### src/rtl/uart_alu_stream.sv
`default_nettype none
// ============================================================================
// Module   : uart_alu_stream
// Purpose  : Packet-level byte-stream ALU (echo / add / multiply / drain)
//            sitting between a UART RX and TX ready/valid byte stream.
// Revision : 1.0 - initial release
// ============================================================================
module uart_alu_stream #(
    parameter int         WORD_W  = 32,
    parameter logic [7:0] OP_ECHO = 8'hEC,
    parameter logic [7:0] OP_ADD  = 8'hA0,
    parameter logic [7:0] OP_MUL  = 8'hA1
) (
    input  logic       clk_i,
    input  logic       reset_i,
    input  logic       valid_i,
    input  logic [7:0] data_i,
    output logic       ready_o,
    output logic       valid_o,
    output logic [7:0] data_o,
    input  logic       ready_i
);

    localparam int BYTES = WORD_W / 8;
    localparam int IDX_W = (BYTES > 1) ? $clog2(BYTES) : 1;

    localparam logic [2:0] S_IDLE   = 3'd0;
    localparam logic [2:0] S_RSVD   = 3'd1;
    localparam logic [2:0] S_LEN_LO = 3'd2;
    localparam logic [2:0] S_LEN_HI = 3'd3;
    localparam logic [2:0] S_ECHO   = 3'd4;
    localparam logic [2:0] S_ACC    = 3'd5;
    localparam logic [2:0] S_RESULT = 3'd6;
    localparam logic [2:0] S_DRAIN  = 3'd7;

    logic [2:0]        r_state;
    logic [7:0]        r_opcode;
    logic [7:0]        r_len_lo;
    logic [15:0]       r_rem;
    logic [IDX_W-1:0]  r_idx;
    logic [WORD_W-1:0] r_word;
    logic [WORD_W-1:0] r_acc;
    logic              r_valid_o;
    logic [7:0]        r_data_o;

    logic              w_in_fire;
    logic              w_out_fire;
    logic [15:0]       w_len;
    logic [15:0]       w_pay;
    logic              w_is_arith;
    logic [WORD_W-1:0] w_acc_init;
    logic [WORD_W-1:0] w_word_asm;
    logic [WORD_W-1:0] w_acc_calc;
    logic [WORD_W-1:0] w_acc_shift;
    logic              w_last;
    logic              w_word_done;

    assign valid_o    = r_valid_o;
    assign data_o     = r_data_o;
    assign w_in_fire  = valid_i & ready_o;
    assign w_out_fire = r_valid_o & ready_i;

    assign w_len       = {data_i, r_len_lo};
    assign w_pay       = (w_len > 16'd4) ? (w_len - 16'd4) : 16'd0;
    assign w_is_arith  = (r_opcode == OP_ADD) || (r_opcode == OP_MUL);
    assign w_acc_init  = (r_opcode == OP_MUL) ? WORD_W'(1) : '0;
    assign w_last      = (r_rem == 16'd1);
    assign w_word_done = (r_idx == IDX_W'(BYTES - 1)) || w_last;
    assign w_acc_shift = r_acc >> 8;

    // Little-endian word assembly; untouched upper bytes stay zero for a partial word.
    always_comb begin
        w_word_asm = r_word;
        for (int b = 0; b < BYTES; b++) begin
            if (r_idx == IDX_W'(b)) begin
                w_word_asm[8*b +: 8] = data_i;
            end
        end
    end

    always_comb begin
        w_acc_calc = r_acc + w_word_asm;
        if (r_opcode == OP_MUL) begin
            w_acc_calc = r_acc * w_word_asm;
        end
    end

    // ECHO stops accepting once all payload is in, so the next opcode waits for TX.
    always_comb begin
        ready_o = 1'b0;
        if (!reset_i) begin
            case (r_state)
                S_IDLE, S_RSVD, S_LEN_LO, S_LEN_HI, S_ACC, S_DRAIN: ready_o = 1'b1;
                S_ECHO:   ready_o = (r_rem != 16'd0) && (!r_valid_o || ready_i);
                default:  ready_o = 1'b0;
            endcase
        end
    end

    always_ff @(posedge clk_i) begin
        if (reset_i) begin
            r_state   <= S_IDLE;
            r_opcode  <= 8'd0;
            r_len_lo  <= 8'd0;
            r_rem     <= 16'd0;
            r_idx     <= '0;
            r_word    <= '0;
            r_acc     <= '0;
            r_valid_o <= 1'b0;
            r_data_o  <= 8'd0;
        end else begin
            case (r_state)
                S_IDLE: begin
                    if (w_in_fire) begin
                        r_opcode <= data_i;
                        r_state  <= S_RSVD;
                    end
                end
                S_RSVD: begin
                    if (w_in_fire) begin
                        r_state <= S_LEN_LO;
                    end
                end
                S_LEN_LO: begin
                    if (w_in_fire) begin
                        r_len_lo <= data_i;
                        r_state  <= S_LEN_HI;
                    end
                end
                S_LEN_HI: begin
                    if (w_in_fire) begin
                        r_rem  <= w_pay;
                        r_idx  <= '0;
                        r_word <= '0;
                        if (r_opcode == OP_ECHO) begin
                            r_state <= (w_pay == 16'd0) ? S_IDLE : S_ECHO;
                        end else if (w_is_arith) begin
                            r_acc <= w_acc_init;
                            if (w_pay == 16'd0) begin
                                r_state   <= S_RESULT;
                                r_valid_o <= 1'b1;
                                r_data_o  <= w_acc_init[7:0];
                            end else begin
                                r_state <= S_ACC;
                            end
                        end else begin
                            r_state <= (w_pay == 16'd0) ? S_IDLE : S_DRAIN;
                        end
                    end
                end
                S_ECHO: begin
                    if (w_in_fire) begin
                        r_data_o  <= data_i;
                        r_valid_o <= 1'b1;
                        r_rem     <= r_rem - 16'd1;
                    end else if (w_out_fire) begin
                        r_valid_o <= 1'b0;
                        if (r_rem == 16'd0) begin
                            r_state <= S_IDLE;
                        end
                    end
                end
                S_ACC: begin
                    if (w_in_fire) begin
                        r_rem <= r_rem - 16'd1;
                        if (w_word_done) begin
                            r_acc  <= w_acc_calc;
                            r_word <= '0;
                            r_idx  <= '0;
                        end else begin
                            r_word <= w_word_asm;
                            r_idx  <= r_idx + IDX_W'(1);
                        end
                        if (w_last) begin
                            r_state   <= S_RESULT;
                            r_valid_o <= 1'b1;
                            r_data_o  <= w_acc_calc[7:0];
                        end
                    end
                end
                S_RESULT: begin
                    // r_acc shifts down so the next byte to send is always its low byte.
                    if (w_out_fire) begin
                        r_acc    <= w_acc_shift;
                        r_data_o <= w_acc_shift[7:0];
                        if (r_idx == IDX_W'(BYTES - 1)) begin
                            r_valid_o <= 1'b0;
                            r_idx     <= '0;
                            r_state   <= S_IDLE;
                        end else begin
                            r_idx <= r_idx + IDX_W'(1);
                        end
                    end
                end
                S_DRAIN: begin
                    if (w_in_fire) begin
                        r_rem <= r_rem - 16'd1;
                        if (w_last) begin
                            r_state <= S_IDLE;
                        end
                    end
                end
                default: r_state <= S_IDLE;
            endcase
        end
    end

endmodule
`default_nettype wire

### config.mk
export PLATFORM = sky130hd
export DESIGN_NAME = uart_alu_stream
export DESIGN_NICKNAME = d
export VERILOG_FILES = /design/src/rtl/uart_alu_stream.sv
export SDC_FILE = /design/constraint.sdc
export NUM_CORES = 2
export LEC_CHECK = 0
export BUFFER_PORTS_ARGS = -buffer_cell sky130_fd_sc_hd__buf_2
export CAP_MARGIN = 30
export CORE_MARGIN = 5
export CORE_UTILIZATION = 55
export CTS_CLUSTER_DIAMETER = 40
export DETAILED_ROUTE_END_ITERATION = 6
export GPL_ROUTABILITY_DRIVEN = 0
export PLACE_DENSITY = 0.72
export SETUP_SLACK_MARGIN = 0.5
export SLEW_MARGIN = 20
export SYNTH_ARGS = -nofsm -noshare
export SYNTH_HDL_FRONTEND = slang
export SYNTH_SLANG_ARGS = --single-unit
### constraint.sdc
create_clock -name clk_i -period 12 [get_ports clk_i]
set_clock_uncertainty 0.15 [all_clocks]
set_input_delay 0.6 -clock clk_i [delete_from_list [all_inputs] [get_ports clk_i]]
set_output_delay 0.6 -clock clk_i [all_outputs]
set_load 0.005 [all_outputs]
==> flow_metrics.py <==
metrics = {
    "sta": {
        "drv_slew": 0,
        "hold_slack_ps": 311,
        "hold_violations": 0,
        "min_period_ps": 8980,
        "timing.final.crit_share_pct": 74.8,
        "setup_tns_ps": 0,
        "finalSetupViolations": 0,
        "rsz0062_at_grt": "false",
        "worstMarginPinSlew_ps": 983,
        "clock.fmax_mhz": 111,
        "relSlewSlack_pct": 34.4,
    },
    "critical_path": {
        "slowest_delay_ps": 550,
        "r2r_start": "r_idx[0]",
        "start_kind": "register",
        "critPathArrivalTime_ps": 9070,
        "cp.depth": 28,
        "worstReg2RegEnd": "r_acc[29]",
        "path_buf_inv": 6,
        "critical_path.max_fanout": 25,
        "rrSetupSlack_ps": 3020,
        "cp_common_cell": "fa_1",
        "cpMaxStageDelayCell": "fa_1",
        "cp_top_family": "adder cells",
        "setup.worst_path.end_class": "register",
        "rr_worst_depth": 28,
        "crit_type": "register to register",
        "worst_ep_required_time_ps": 12090,
    },
    "logic_synthesis": {
        "syn_inst": 2654,
        "synthFlopType": "dfxtp_1",
        "synth-xor-area-share_pct": 4.59,
        "synth_compound_area_share_pct": 10.1,
        "synth_edf_count": 0,
        "avgSynthCellArea_um2": 8.66,
        "synth-seq-cells": 110,
        "yosysWarnings": 0,
        "synth_simple_gate_area_share_pct": 19.4,
        "synthMuxAreaShare_pct": 2.46,
        "syn-cell-area_um2": 23000,
        "async_flop_share_pct": 0,
        "synth_fa_ha_area_share_pct": 44.5,
        "synth_nets": 3238,
        "seq_area_frac_synth_pct": 9.58,
        "synth_cell_types": 80,
        "synth_top_family_by_area": "adder cells",
    },
    "global_route": {
        "grt_pass1_vias": 19600,
        "grt_pass1_wl_mm": 107,
        "grt_max_degree": 53,
        "grt_overflow": 0,
        "antenna_found_initial": 2,
        "grtUsageTotal_pct": 29.2,
    },
    "layout": {
        "drive_gt1_share_pct": 4.77,
        "nets": 3158,
        "area_delta_synth_final_pct": 3.64,
        "fillCellCount": 3695,
    },
    "floorplanning": {
        "die_w_um": 214,
        "design.core.area_um2": 41100,
        "die_h_um": 214,
        "rows": 74,
        "initial_core_util_pct": 55.9,
        "pin_count": 22,
        "die_area_um2": 46000,
    },
    "clock_network": {
        "clock_sinks": 110,
        "postCtsHoldBufs": 0,
        "htree_num_levels": 3,
        "clock_path_buffers": 2,
        "clockRootBuffer": "clkbuf_16",
        "post_cts_resized": 0,
        "cts_setup_buffers": 0,
        "clock_latency_ps": 360,
        "cts.reportedPaths.clkPinSlew_ps": 70,
        "cts_buffers": 9,
        "cts_tree": "done",
    },
    "detailed_routing": {
        "via_per_inst": 5.94,
        "first_iter_violations": 1730,
        "routed_wl_mm": 66.8,
        "via_count": 18500,
        "antenna_left": 0,
        "avgRoutedWirePerCell_um": 21.5,
        "first_pass_iters": 6,
        "drc": 0,
    },
    "status": {
        "status": "complete, no violations",
    },
    "pwr": {
        "power_leakage_nw": 11.4,
        "power_density_nw_per_um2": 31.3,
        "vdd_drop_max_v": 0.0000691,
    },
    "worst_hold_path": {
        "min_path_cells": 1,
        "hold_path.class": "register to register",
        "whs_endpoint": "r_word[24]",
        "min-delay-start": "r_word[24]",
    },
    "placement": {
        "numPortBuffers": 21,
        "hpwlAfterDp_mm": 50.6,
    },
    "job": {
        "drv_cap": 0,
    },
}
-- through the flow --
step / setup slack [ps] / instances / util, % / instance area (um2) / power, mW
3_5_place_dp: 2970 / 3092 / 57.1 / 23500 / 0.442
5_1_grt: 2680 / 3112 / 57.9 / 23800 / 0.767
2_1_floorplan: 3730 / 2654 / - / 23000 / 0.421
6_report: 3020 / 3113 / 57.9 / 23800 / 0.745
4_1_cts: 2930 / 3108 / 57.8 / 23800 / 0.744
3_3_place_gp: 3250 / 3091 / 57.0 / 23400 / 0.441
-- worst max path at each step --
stage	slack [ps]	end	from
after global placement	3250	r_acc[29]	r_idx[0]
after CTS	2930	r_acc[29]	r_idx[0]
after detailed placement	2970	r_acc[29]	r_idx[0]
final	3020	r_acc[29]	r_idx[0]
after global routing	2680	r_acc[29]	r_idx[0]
after floorplan	3730	r_acc[29]	r_idx[0]
-- cell usage in the layout (no fill, tap or decap), types with 34 or more instances in the layout --
cell type  count
a21oi_1       95
and2_1       302
buf_4         35
dfxtp_1      108
fa_1         409
ha_1         163
inv_1        418
mux2i_1       34
nand2_1      297
nor2_1       145
nor3_1        39
o21ai_0       61
xnor2_1       85
-- cell families after synthesis --
kind of cell / count (synthesis)
buffers and inverters: 570
and+or+nand+nor: 888
adders and majority gates: 572
muxes: 54
AOI/OAI and AO/OA: 341
DFF: 110
xor gates and xnor gates: 119
-- cell usage after synthesis (9+ instances only) --
library cell	n	area share (%)
nor2_1	145	2.4
a31oi_1	13	0.35
a22oi_1	15	0.49
fa_1	409	36
a21oi_1	95	2.1
ha_1	163	8.9
mux2_2	20	0.98
or3_1	14	0.38
nor4_1	9	0.24
a21o_1	33	1.1
and2_1	302	8.2
mux2i_1	34	1.5
o21a_1	11	0.36
nand3_1	25	0.54
nor3_1	39	0.85
dfxtp_1	110	9.6
and3_1	10	0.27
o21ai_0	61	1.3
clkbuf_1	135	2.2
xnor2_1	85	3.2
nor2b_1	9	0.24
a311oi_1	10	0.38
inv_1	418	6.8
a211oi_1	18	0.59
nand2_1	297	4.9
xor2_1	33	1.3
nand2b_1	9	0.24
buf_2	10	0.22
-- state kept, by name, indices dropped and copies added (netlist names) --
signal    count
data_o        8
r_acc        32
r_rem        16
r_idx         2
r_len_lo      8
r_word       32
r_state       3
r_opcode      8
valid_o       1
-- report_power, final --
part	switching [mW]	leakage, nW	internal, mW	total, mW
Sequential	0.00360	0.888	0.367	0.370
Clock	0.146	0.140	0.163	0.308
Combinational	0.0476	10.4	0.0189	0.0665
Total	0.197	11.4	0.548	0.745
-- layout make-up --
type / count / area (um2) / share of cell area, %
Antenna cell: 2 / 5.00 / 0.0210
Clock buffer: 11 / 233 / 0.977
Clock inverter: 5 / 60.1 / 0.252
Inverter: 420 / 1580 / 6.62
Multi-Input combinational cell: 1974 / 18600 / 78.3
Sequential cell: 110 / 2200 / 9.26
Tap cell: 532 / 666 / 2.79
Timing Repair Buffer: 59 / 435 / 1.83
-- metal layers --
layer  vias to the layer above  global-route usage [%]  share of wire, %
met5                         -                       0             0.016
met4                         2                    12.7               5.1
met3                       204                    5.99               9.0
met2                       887                    47.7                46
met1                      9212                    37.9                40
li1                       8175                       -                 -
Power figures use the tool's default switching activity.
